`src/rtl/alu_unit.sv`:
```
`default_nettype none
// ============================================================================
//  Module      : alu_unit
//  Description : 32-bit integer ALU for the execute stage. Computes one of
//                sixteen RV32I-style operations selected by a 5-bit opcode
//                and registers the result (one-cycle latency).
//  Revision    : 1.0 - initial release
// ============================================================================
module alu_unit #(
    parameter int WIDTH = 32
) (
    input  logic             CLK,
    input  logic             RST_X,
    input  logic [WIDTH-1:0] lhs,
    input  logic [WIDTH-1:0] rhs,
    input  logic [4:0]       op,
    output logic [WIDTH-1:0] res
);

    // Opcode map; everything from 17 upward is reserved and yields zero.
    localparam logic [4:0] c_OP_NOP  = 5'd0;
    localparam logic [4:0] c_OP_ADD  = 5'd1;
    localparam logic [4:0] c_OP_SUB  = 5'd2;
    localparam logic [4:0] c_OP_SLL  = 5'd3;
    localparam logic [4:0] c_OP_SLT  = 5'd4;
    localparam logic [4:0] c_OP_SLTU = 5'd5;
    localparam logic [4:0] c_OP_XOR  = 5'd6;
    localparam logic [4:0] c_OP_SRL  = 5'd7;
    localparam logic [4:0] c_OP_SRA  = 5'd8;
    localparam logic [4:0] c_OP_OR   = 5'd9;
    localparam logic [4:0] c_OP_AND  = 5'd10;
    localparam logic [4:0] c_OP_EQ   = 5'd11;
    localparam logic [4:0] c_OP_NEQ  = 5'd12;
    localparam logic [4:0] c_OP_LT   = 5'd13;
    localparam logic [4:0] c_OP_GE   = 5'd14;
    localparam logic [4:0] c_OP_LTU  = 5'd15;
    localparam logic [4:0] c_OP_GEU  = 5'd16;

    localparam logic [WIDTH-2:0] c_BOOL_PAD = '0;

    // Shift amount is always the low five bits; the upper rhs bits are ignored.
    logic [4:0]       w_shamt;
    logic             w_lt_s;
    logic             w_lt_u;
    logic             w_eq;
    logic [WIDTH-1:0] w_result;
    logic [WIDTH-1:0] r_res;

    assign w_shamt = rhs[4:0];
    assign w_lt_s  = $signed(lhs) < $signed(rhs);
    assign w_lt_u  = lhs < rhs;
    assign w_eq    = lhs == rhs;

    // Operation select; defaulting to zero keeps reserved opcodes defined.
    always_comb begin
        w_result = '0;
        case (op)
            c_OP_NOP:  w_result = '0;
            c_OP_ADD:  w_result = lhs + rhs;
            c_OP_SUB:  w_result = lhs - rhs;
            c_OP_SLL:  w_result = lhs << w_shamt;
            c_OP_SLT:  w_result = {c_BOOL_PAD, w_lt_s};
            c_OP_SLTU: w_result = {c_BOOL_PAD, w_lt_u};
            c_OP_XOR:  w_result = lhs ^ rhs;
            c_OP_SRL:  w_result = lhs >> w_shamt;
            c_OP_SRA:  w_result = $signed(lhs) >>> w_shamt;
            c_OP_OR:   w_result = lhs | rhs;
            c_OP_AND:  w_result = lhs & rhs;
            c_OP_EQ:   w_result = {c_BOOL_PAD, w_eq};
            c_OP_NEQ:  w_result = {c_BOOL_PAD, ~w_eq};
            c_OP_LT:   w_result = {c_BOOL_PAD, w_lt_s};
            c_OP_GE:   w_result = {c_BOOL_PAD, ~w_lt_s};
            c_OP_LTU:  w_result = {c_BOOL_PAD, w_lt_u};
            c_OP_GEU:  w_result = {c_BOOL_PAD, ~w_lt_u};
            default:   w_result = '0;
        endcase
    end

    // Result register; reset clears it immediately and holds it at zero.
    always_ff @(posedge CLK or negedge RST_X) begin
        if (!RST_X) begin
            r_res <= '0;
        end else begin
            r_res <= w_result;
        end
    end

    assign res = r_res;

endmodule
`default_nettype wire

```
`config.mk`:
```
export PLATFORM = sky130hd
export DESIGN_NAME = alu_unit
export DESIGN_NICKNAME = d
export VERILOG_FILES = /design/src/rtl/alu_unit.sv
export SDC_FILE = /design/constraint.sdc
export NUM_CORES = 1
export LEC_CHECK = 0
export CORE_UTILIZATION = 40
export CTS_BUF_LIST = sky130_fd_sc_hd__clkbuf_4 sky130_fd_sc_hd__clkbuf_8
export DETAILED_ROUTE_END_ITERATION = 8
export PLACE_DENSITY = 0.66
export SKIP_CTS_REPAIR_TIMING = 1
export SLEW_MARGIN = 15
export SYNTH_ARGS = -nofsm -noshare
export SYNTH_HDL_FRONTEND = slang
export SYNTH_SLANG_ARGS = --single-unit
```
`constraint.sdc`:
```
create_clock -name CLK -period 0.8 [get_ports CLK]
set_input_delay 0.2 -clock CLK [delete_from_list [all_inputs] [get_ports CLK]]
set_output_delay 0.2 -clock CLK [all_outputs]
set_load 0.05 [all_outputs]
```
# Word level (Yosys, flattened, before mapping)
# Index checks and enable logic that the tools add are counted.
[word_totals] regBits=32 in_bits=71 out_inout_bits=32 word_cells=34
[classes] add_sub_neg=2 order_cmp=2 eq_ne=17 n_shift=3 muxes=1 n_bitwise=6 n_reduce_logical=2
[ops] op="one-hot mux 32 bit (14 select lines)" n=1
[ops] op="less-than comparator 32 bit" n=2
[ops] op="== test 5 x 4 -> 1 bit, second input constant" n=8
[ops] op="adder 32 bit" n=1
[ops] op="bitwise AND 32 bit" n=1
[ops] op="== test 32 bit" n=1
[ops] op="bitwise OR 32 bit" n=1
[ops] op="left shift 32 x 5 -> 32 bit" n=1
[ops] op=">> shifter 32 x 5 -> 32 bit" n=1
[ops] op=">>> shifter 32 x 5 -> 32 bit" n=1
[ops] op="subtractor 32 bit" n=1
[ops] op="bitwise XOR 32 bit" n=1
[ops] op="== test 5 x 3 -> 1 bit, second input constant" n=4
[ops] op="== test 5 x 2 -> 1 bit, second input constant" n=2
[ops] op="== test 5 x 1 -> 1 bit, second input constant" n=1
[ops] op="== test 5 bit, second input constant" n=1
[ops] op="OR reduction 2 bit" n=2
[ops] op="inverter 1 bit" n=3

# Longest topological paths before layout
# Gate-level depths: netlist of run 1.
[depth] word_depth=3 mapped_depth=15 mapped_depth_nobuf=13

# Worst setup path before layout of run 1
# No wires, ideal clock.
[synth_path] path_kind="in2reg" from="in rhs[2]" to="reg r_res[31], in the netlist res[31]" arrival_ns=3.454 required_time_ns=0.713 slack_ns=-2.741 stages=15 n_path_buf=4 cell_sequence="buf_2 -> inv_2 -> buf_1 -> clkbuf_1 -> ha_1 -> buf_2 -> inv_1 -> a21oi_1 -> o2111ai_4 -> a31oi_4 -> o21ai_4 -> a41oi_1 -> o311a_1 -> or4_1 -> o211ai_1"
[synth_between] elab_chain_cells=2 elab_cells_between_ends=6 classes_between="2 x add/sub; 3 x shift; 1 x mux"
[synth_rtl] element="start: declaration" line="15" source="input logic [WIDTH-1:0] rhs,"
[synth_rtl] element="subtractor 32 bit, or another cell as far along" line="60" source="c_OP_SUB: w_result = lhs - rhs;"
[synth_rtl] element="one-hot mux 32 bit (14 select lines) *" line="57" source="case (op)"
[synth_rtl] element="via w_result[31]" line="46" source="logic [WIDTH-1:0] w_result;"
[synth_rtl] element="end signal: assignment" line="84" source="r_res <= w_result;"
[synth_rtl] element="end: declaration" line="47" source="logic [WIDTH-1:0] r_res;"
# Mark *: on every way through the listed nets, which the timed path passes. The rest lies on a longest branch.

# Final worst setup path of run 1
[layout_path] from="in rhs[7]" to="reg r_res[31], in the netlist res[31]"
[layout_between] elab_chain_cells=2 elab_cells_between_ends=3 classes_between="2 x add/sub; 1 x mux"
[layout_rtl] element="subtractor 32 bit / adder 32 bit (equally long branches)" line="60, 59"
[layout_rtl] element="one-hot mux 32 bit (14 select lines) *" line="57"
[layout_rtl] element="via w_result[31]" line="46"
# Marks and branches as above.

==> results.yml, run 1 <==
outcome:
  run_status: "finished with violations"
  violations: "negative setup slack"
power:
  cellLeakagePower_nw: 8.391
  clk_network_pwr_share: 0.105
  pwr_density_cell_mw_per_mm2: 954.2
  power.total_mw: 17.19
  peakVddDrop_v: 0.0007288
  cellInternalPower_mw: 9.113
  switching_share: 0.4699
  pwr-share-seq: 0.118
  power.share.combinational: 0.777
  switchingPower_mw: 8.078
cells_and_area:
  fillCellCount: 1713
  layout.cells.non_filler: 2268
  post_route_cells_drive_above_1_share: 0.5300
  finish.net_count: 2129
  syn2layout_area_growth_pct: 84.11
  largest_register_ffs: 32
synthesis:
  synth.top_cells.by_area: "ha_1, mux4_2, dfrtp_1, o21ai_0, a21oi_1"
  synth_enable_flop_cells: 0
  synth-main-ff-cell: "dfrtp_1"
  synth_compound_area_frac: 0.3464
  synth-adder-area-share: 0.1447
  syn-num-nets: 1539
  synth_xor_xnor_area_share: 0.001790
  synth_top_area_frac: 0.1406
  combinational_family_with_the_most_area_after_synthesis: "compound AO/OA/AOI/OAI gates"
  synth_area_mm2: 0.009786
  ys.warnings.count: 0
  synthMostInstantiatedCell: "nor2_1"
  synth.mux.area_fraction: 0.1470
  synth_largest_area_cell: "ha_1"
  synthDistinctLibCells: 90
  synth.ff_latch_count: 32
  synth_cells: 1356
  syn_avg_cell_area_um2: 7.217
  synth_async_sr_flop_share: 1.000
  ys_seq_area_frac: 0.08183
  ys_top_cells_by_count: "nor2_1, nand2_1, o21ai_0"
  post_synth_and_or_nand_nor_area_fraction: 0.1933
sta:
  max_slew.worst_pin.slew_ns: 0.6198
  max_slew_margin: 0.5816
  fmax_mhz: 380.9
  final-hold-violation-count: 0
  fin_ws_ns: -1.825
  hold_ws_ns: 0.3163
  rsz_0062_raised_after_global_routing: "yes"
  layout_min_cycle_time_ns: 2.625
  setup_viol: 64
  final_max_slew_viol_count: 0
  final_min_period_over_clock_period: 3.281
clocking:
  clock_sinks: 32
  htreeDepth: 2
  cts_buffers: 5
  ctsRootBufferMaster: "clkbuf_8"
  cts_tree: "yes"
  cts.clk_slew.worst_paths_ns: 0.08
  clock_tree.buffer_depth: 2
die:
  floorplan.rows: 56
  die_width_um: 158.4
  total_die_area_mm2: 0.02509
  start_util: 0.4120
  io_pins: 103
  die_h_um: 158.4
  core-area_mm2: 0.02375
setup_path:
  critPathMaxFanout: 5
  worstSetupEndpointType: "register"
  worst_path_largest_cell_delay_ns: 0.47
  crit_family: "compound AO/OA/AOI/OAI gates"
  timing_worst_setup_path_type: "in -> reg"
  worstPathRequired_ns: 1.04
  path_cells: "buf_8 -> inv_6 -> ha_4 -> buf_6 -> nor4_4 -> nand2_2 -> o2111ai_4 -> a31oi_4 -> o21ai_4 -> a41oi_2 -> o311a_1 -> or4_1 -> o211ai_1"
  critical_path.n_buffers_inverters: 3
  timing.critical_path.from_type: "primary input"
  crit_path_top_delay_cell: "or4_1"
  timing.critical_path.arrival_ns: 2.86
placement:
  gpl.final_weighted_congestion: 1.077
  dp.cells: 2185
  hpwl_um: 42810
  dp_worst_setup_slack_ns: -2.548
  buffer_ports.inserted: 102
global_route:
  grt_pass1_vias: 12880
  remaining_global_route_overflow: 0
  maximum_number_of_pins_on_one_net_before_global_route_repair: 70
  antenna_violations_before_repair: 2
  track_usage: 0.4174
  grt_pass1_wl_um: 77140
route:
  first_iter_violations: 1714
  totalWireLength_um: 57410
  avgRoutedWirePerCell_um: 25.31
  drt.antenna.violating_nets: 0
  dr.pass1.iters: 6
  routed_via_density: 6.340
  detailroute.via_count: 14380
  drcViolationCount: 0
run:
  max-cap-violations: 0
hold_path:
  worst_hold_path_type: "in -> reg"
## area by class of cell
class	instances	area, um^2	share of cell area
inverters	101	415.4	0.02306
clock buffers	6	76.32	0.004236
multi-input cells	1118	9933	0.5514
clock inverters	2	35.03	0.001945
well taps	319	399.1	0.02215
diodes	2	5.005	0.0002778
repair buffers	688	6351	0.3525
flip-flops and latches	32	800.8	0.04445
## stage by stage
step	util	setup TNS (ns)	instance area, um^2
floorplan	-	-47.55	10230
global placement	0.6430	-70.09	15270
detailed placement	0.6430	-71.10	15270
CTS	0.6477	-69.95	15380
global route	0.7583	-58.75	18010
finish	0.7585	-56.20	18020
## power groups by stage
stage / combinational (mW) / sequential, mW / clock [mW]
final: 13.4 / 2.03 / 1.80
after global routing: 13.9 / 2.04 / 1.86
after CTS: 10.9 / 2.03 / 1.81
after detailed placement: 10.8 / 2.06 / 0
after global placement: 10.8 / 2.05 / 0
after floorplan: 4.52 / 2.68 / 0
## cell usage in the layout, fill, tap and decap left out, types with 9 or more instances in the layout
cell,instances
nand2_1,127
buf_4,507
buf_6,54
mux2i_1,30
buf_12,53
ha_1,64
inv_2,47
a21oi_2,32
nand4_1,13
nor3_1,19
nand3_1,19
ha_2,12
nor2_1,120
o21ai_0,59
o211ai_1,31
dlymetal6s2s_1,48
a21oi_1,70
a211o_1,13
a211oi_1,9
a21o_1,21
o21ai_2,21
ha_4,34
nand2_2,10
a221oi_1,11
dfrtp_1,32
a31oi_1,11
clkbuf_2,11
o22ai_1,10
nor2_2,18
a211oi_2,11
a22oi_1,11
mux4_2,45
nand2b_1,9
inv_1,46
o2111ai_1,9
o21ai_1,34
## kinds of logic after synthesis
| family | after synthesis |
|---|---|
| AO/OA/AOI/OAI | 502 |
| AND/OR/NAND/NOR | 415 |
| buffers and inverters | 206 |
| adder cells (fa/ha/maj) | 112 |
| multiplexers | 87 |
| flip-flops | 32 |
| XOR/XNOR | 2 |
## metal layers
layer  part of all wire  GRT usage  wire length [um]  vias to the layer above
met2               0.45     0.6798             25870                     1026
met5                  0          0                 0                        -
met3              0.099    0.05852              5670                      296
met1               0.36     0.5111             20790                     6769
met4              0.089     0.2816              5081                        0
li1                   -          -                 -                     6287
## tightest hold or removal path, cell delays in order
cell and delay [ns]:
clkbuf_2 0.13, buf_6 0.13, a31oi_4 0.08, nand3_2 0.06
## worst paths after layout
path	start	end	slack, ns	cells past startpoint
max	rhs[7]	res[31]$_DFF_PN0_	-1.83	13
min	op[3]	res[0]$_DFF_PN0_	0.32	4
max in group asynchronous	RST_X	res[4]$_DFF_PN0_	0.21	3
min in group asynchronous	RST_X	res[0]$_DFF_PN0_	0.37	3
(Power assumes the default switching activity.)
==> run 2: changes to the inputs <==
--- a/config.mk
+++ b/config.mk
@@ -5,10 +5,10 @@
 export SDC_FILE = /design/constraint.sdc
 export NUM_CORES = 1
 export LEC_CHECK = 0
-export CORE_UTILIZATION = 40
+export CORE_UTILIZATION = 55
 export CTS_BUF_LIST = sky130_fd_sc_hd__clkbuf_4 sky130_fd_sc_hd__clkbuf_8
 export DETAILED_ROUTE_END_ITERATION = 8
-export PLACE_DENSITY = 0.66
+export PLACE_DENSITY = 0.85
 export SKIP_CTS_REPAIR_TIMING = 1
 export SLEW_MARGIN = 15
 export SYNTH_ARGS = -nofsm -noshare
==> results.yml, run 2 <==
placement:
  buffer_ports.inserted: 102
  hpwl_um: 42820
  gpl.final_weighted_congestion: 1.272
die:
  start_util: 0.5638
  die_width_um: 135.4
  die_h_um: 135.4
  floorplan.rows: 48
  io_pins: 103
clocking:
  ctsRootBufferMaster: "clkbuf_8"
  htreeDepth: 2
  clock_sinks: 32
  cts_buffers: 5
  clock_tree.buffer_depth: 2
synthesis:
  ys_top_cells_by_count: "nor2_1, nand2_1, o21ai_0"
  synth_top_area_frac: 0.1406
  synthDistinctLibCells: 90
  ys_seq_area_frac: 0.08183
  synth_enable_flop_cells: 0
  synth.top_cells.by_area: "ha_1, mux4_2, dfrtp_1, o21ai_0, a21oi_1"
  syn-num-nets: 1539
  synthMostInstantiatedCell: "nor2_1"
  synth.ff_latch_count: 32
  synth_area_mm2: 0.009786
  ys.warnings.count: 0
  syn_avg_cell_area_um2: 7.217
  synth-main-ff-cell: "dfrtp_1"
  synth_async_sr_flop_share: 1.000
  synth_cells: 1356
  synth_largest_area_cell: "ha_1"
global_route:
  track_usage: 0.7092
  grt_pass1_wl_um: 98190
  remaining_global_route_overflow: 65
  grt_pass1_vias: 16690
  maximum_number_of_pins_on_one_net_before_global_route_repair: 59
outcome:
  error_text_reported_by_the_tool: "[ERROR GRT-0116] Global routing finished with congestion. Check the congestion regions in the DRC Viewer."
  run_status: "did not finish"
  failing_step: "global routing"
[run 2: routing by layer]
layer,GRT overflow,track usage
met1,1,0.7126
met2,41,0.8758
met3,2,0.5503
met4,21,0.7266
met5,0,0.1472
[run 2: cells by family after synthesis]
| logic type | after synthesis | share of synthesized area |
|---|---|---|
| multiplexers | 87 | 0.1470 |
| AND/OR/NAND/NOR | 415 | 0.1933 |
| AO/OA/AOI/OAI | 502 | 0.3464 |
| adder cells (fa/ha/maj) | 112 | 0.1447 |
| buffers and inverters | 206 | 0.08490 |
| XOR/XNOR | 2 | 0.001790 |
| flip-flops | 32 | 0.08183 |
[run 2: through the flow]
| stage | hold WS (ns) | setup WS (ns) | std cells | cell area [um^2] | util |
|---|---|---|---|---|---|
| CTS | -0.3086 | -2.442 | 2066 | 14940 | 0.8605 |
| detailed placement | 0.03018 | -2.612 | 2059 | 14840 | 0.8550 |
| global placement | 0.02136 | -2.416 | 2059 | 14840 | 0.8550 |
| floorplan | -0.09559 | -1.961 | 1356 | 10230 | - |
==> run 3: changes to the inputs <==
--- a/config.mk
+++ b/config.mk
@@ -5,10 +5,9 @@
 export SDC_FILE = /design/constraint.sdc
 export NUM_CORES = 1
 export LEC_CHECK = 0
-export CORE_UTILIZATION = 55
-export CTS_BUF_LIST = sky130_fd_sc_hd__clkbuf_4 sky130_fd_sc_hd__clkbuf_8
+export CORE_UTILIZATION = 40
 export DETAILED_ROUTE_END_ITERATION = 8
-export PLACE_DENSITY = 0.85
+export PLACE_DENSITY_LB_ADDON = 0.15
 export SKIP_CTS_REPAIR_TIMING = 1
 export SLEW_MARGIN = 15
 export SYNTH_ARGS = -nofsm -noshare
==> constraint.sdc (replaced) <==
create_clock -name CLK -period 1 [get_ports CLK]
set_input_delay 0.25 -clock CLK [delete_from_list [all_inputs] [get_ports CLK]]
set_output_delay 0.25 -clock CLK [all_outputs]
set_load 0.05 [all_outputs]
==> results.yml, run 3 (same netlist as run 1, synthesis figures left out) <==
sta:
  setup_viol: 64
  rsz_0062_raised_after_global_routing: "yes"
  final_max_slew_viol_count: 0
  fin_ws_ns: -1.672
  final_min_period_over_clock_period: 2.672
  fmax_mhz: 374.3
  final-hold-violation-count: 0
  max_slew_margin: 0.4514
  layout_min_cycle_time_ns: 2.672
  max_slew.worst_pin.slew_ns: 0.8123
route:
  drt.antenna.violating_nets: 0
  first_iter_violations: 1781
  detailroute.wirelength.met2_um: 24970
  totalWireLength_um: 56980
  dr.pass1.iters: 6
  highest-signal-layer: "met4"
  routed-wl-met3_um: 5352
  detailroute.via_count: 14310
  drcViolationCount: 0
  routed_via_density: 6.263
  avgRoutedWirePerCell_um: 24.94
  m1WireLength_um: 21450
setup_path:
  worst_path_largest_cell_delay_ns: 0.50
  timing.critical_path.arrival_ns: 2.90
  worstSetupEndpointType: "register"
  worstPathRequired_ns: 1.22
  timing_worst_setup_path_type: "in -> reg"
  crit_path_top_delay_cell: "clkdlybuf4s50_1"
  timing.critical_path.from_type: "primary input"
  critPathMaxFanout: 6
  path_cells: "clkdlybuf4s50_1 -> inv_2 -> ha_4 -> buf_4 -> inv_2 -> buf_4 -> nand3_2 -> o311ai_4 -> o211ai_2 -> o2111ai_2 -> a41oi_2 -> o311a_1 -> or4_1 -> o211ai_1"
global_route:
  grt_pass1_wl_um: 78100
  maximum_number_of_pins_on_one_net_before_global_route_repair: 59
  grt_pass1_vias: 12830
  remaining_global_route_overflow: 0
  antenna_violations_before_repair: 0
  track_usage: 0.4226
cells_and_area:
  syn2layout_area_growth_pct: 81.17
  commonest_non_fill_non_tap_cells_in_the_layout: "buf_4, nand2_1, nor2_1"
  antennaDiodeCount: 0
  register_area_um2: 800.8
  fillCellCount: 1752
  largest_register_ffs: 32
  mostFrequentLayoutCell: "buf_4"
  final_core_util: 0.7464
  post_route_cells_drive_above_1_share: 0.5020
  finish.net_count: 2148
  multi_input_comb_area_mm2: 0.009569
die:
  core-area_mm2: 0.02375
  die_h_um: 158.4
  floorplan.rows: 56
  io_pins: 103
  die_width_um: 158.4
  total_die_area_mm2: 0.02509
  start_util: 0.4120
placement:
  gpl.final_weighted_congestion: 1.035
  hpwl_um: 43510
  buffer_ports.inserted: 102
outcome:
  violations: "negative setup slack"
  run_status: "finished with violations"
run:
  max-cap-violations: 0
clocking:
  clock_sinks: 32
  clock_tree.buffer_depth: 2
  cts_tree: "yes"
  ctsRootBufferMaster: "clkbuf_16"
  htreeDepth: 2
  cts_buffers: 5
  cts.clk_slew.worst_paths_ns: 0.07
hold_path:
  worst_hold_path_type: "in -> reg"
  terminating_pin_of_the_worst_hold_path: "res[0]$_DFF_PN0_"
  worstHoldPathCells: 4
  worstHoldStart: "op[3]"
power:
  power.total_mw: 14.15
  cellLeakagePower_nw: 8.414
  pwr_density_cell_mw_per_mm2: 797.9
  peakVddDrop_v: 0.0007261
run 3: where the power goes:
part	internal, mW	switching, mW	total (mW)
registers	1.46	0.168	1.63
clock network	1.32	0.793	2.11
logic	4.93	5.47	10.4
total	7.72	6.43	14.1
run 3: per-layer routing:
metal  GRT usage  vias up
met5           0        -
met4      0.3017        0
met3     0.06206      262
met2      0.6688      966
met1      0.5253     6770
li1            -     6312
run 3: critical path, delay by kind of cell:
| family | cells | cell delay, ns |
|---|---|---|
| buf+inv | 5 | 0.94 |
| simple gates | 2 | 0.56 |
| fa+ha+maj | 1 | 0.24 |
| compound gates | 6 | 0.89 |
run 3: area by class of cell:
type,instances,area share
Clock buffer,7,0.008610
Clock inverter,1,0.001694
Inverter,101,0.02329
Multi-Input combinational cell,1118,0.5398
Sequential cell,32,0.04517
Tap cell,319,0.02251
Timing Repair Buffer,707,0.3590
run 3: worst max-delay path by stage:
stage	start	endpoint	slack (ns)	cells past startpoint
2_1_floorplan	rhs[3]	res[31]$_DFF_PN0_	-1.81	15
3_5_place_dp	lhs[6]	res[31]$_DFF_PN0_	-2.36	12
3_3_place_gp	lhs[27]	res[27]$_DFF_PN0_	-2.31	11
5_1_grt	rhs[0]	res[30]$_DFF_PN0_	-1.73	15
6_report	rhs[22]	res[31]$_DFF_PN0_	-1.67	14
4_1_cts	lhs[6]	res[31]$_DFF_PN0_	-2.08	12
run 3: per-stage QoR:
stage / hold WS (ns) / worst slack [ns] / std cells / cell area (um^2) / TNS [ns]
finish: 0.4080 / -1.672 / 2285 / 17730 / -48.01
global route: 0.4219 / -1.727 / 2285 / 17730 / -50.73
CTS: -0.06439 / -2.084 / 2217 / 15610 / -60.02
detailed placement: 0.2409 / -2.357 / 2209 / 15430 / -65.76
global placement: 0.2371 / -2.307 / 2209 / 15430 / -65.52
floorplan: -0.04559 / -1.811 / 1356 / 10230 / -42.75
==> run 4: changes to the inputs <==
--- a/config.mk
+++ b/config.mk
@@ -6,6 +6,7 @@
 export NUM_CORES = 1
 export LEC_CHECK = 0
 export CORE_UTILIZATION = 40
+export CTS_CLUSTER_SIZE = 25
 export DETAILED_ROUTE_END_ITERATION = 8
 export PLACE_DENSITY_LB_ADDON = 0.15
 export SKIP_CTS_REPAIR_TIMING = 1
==> results of run 4 <==
Same layout as run 3: the final DEF is identical, and so are final timing and power.
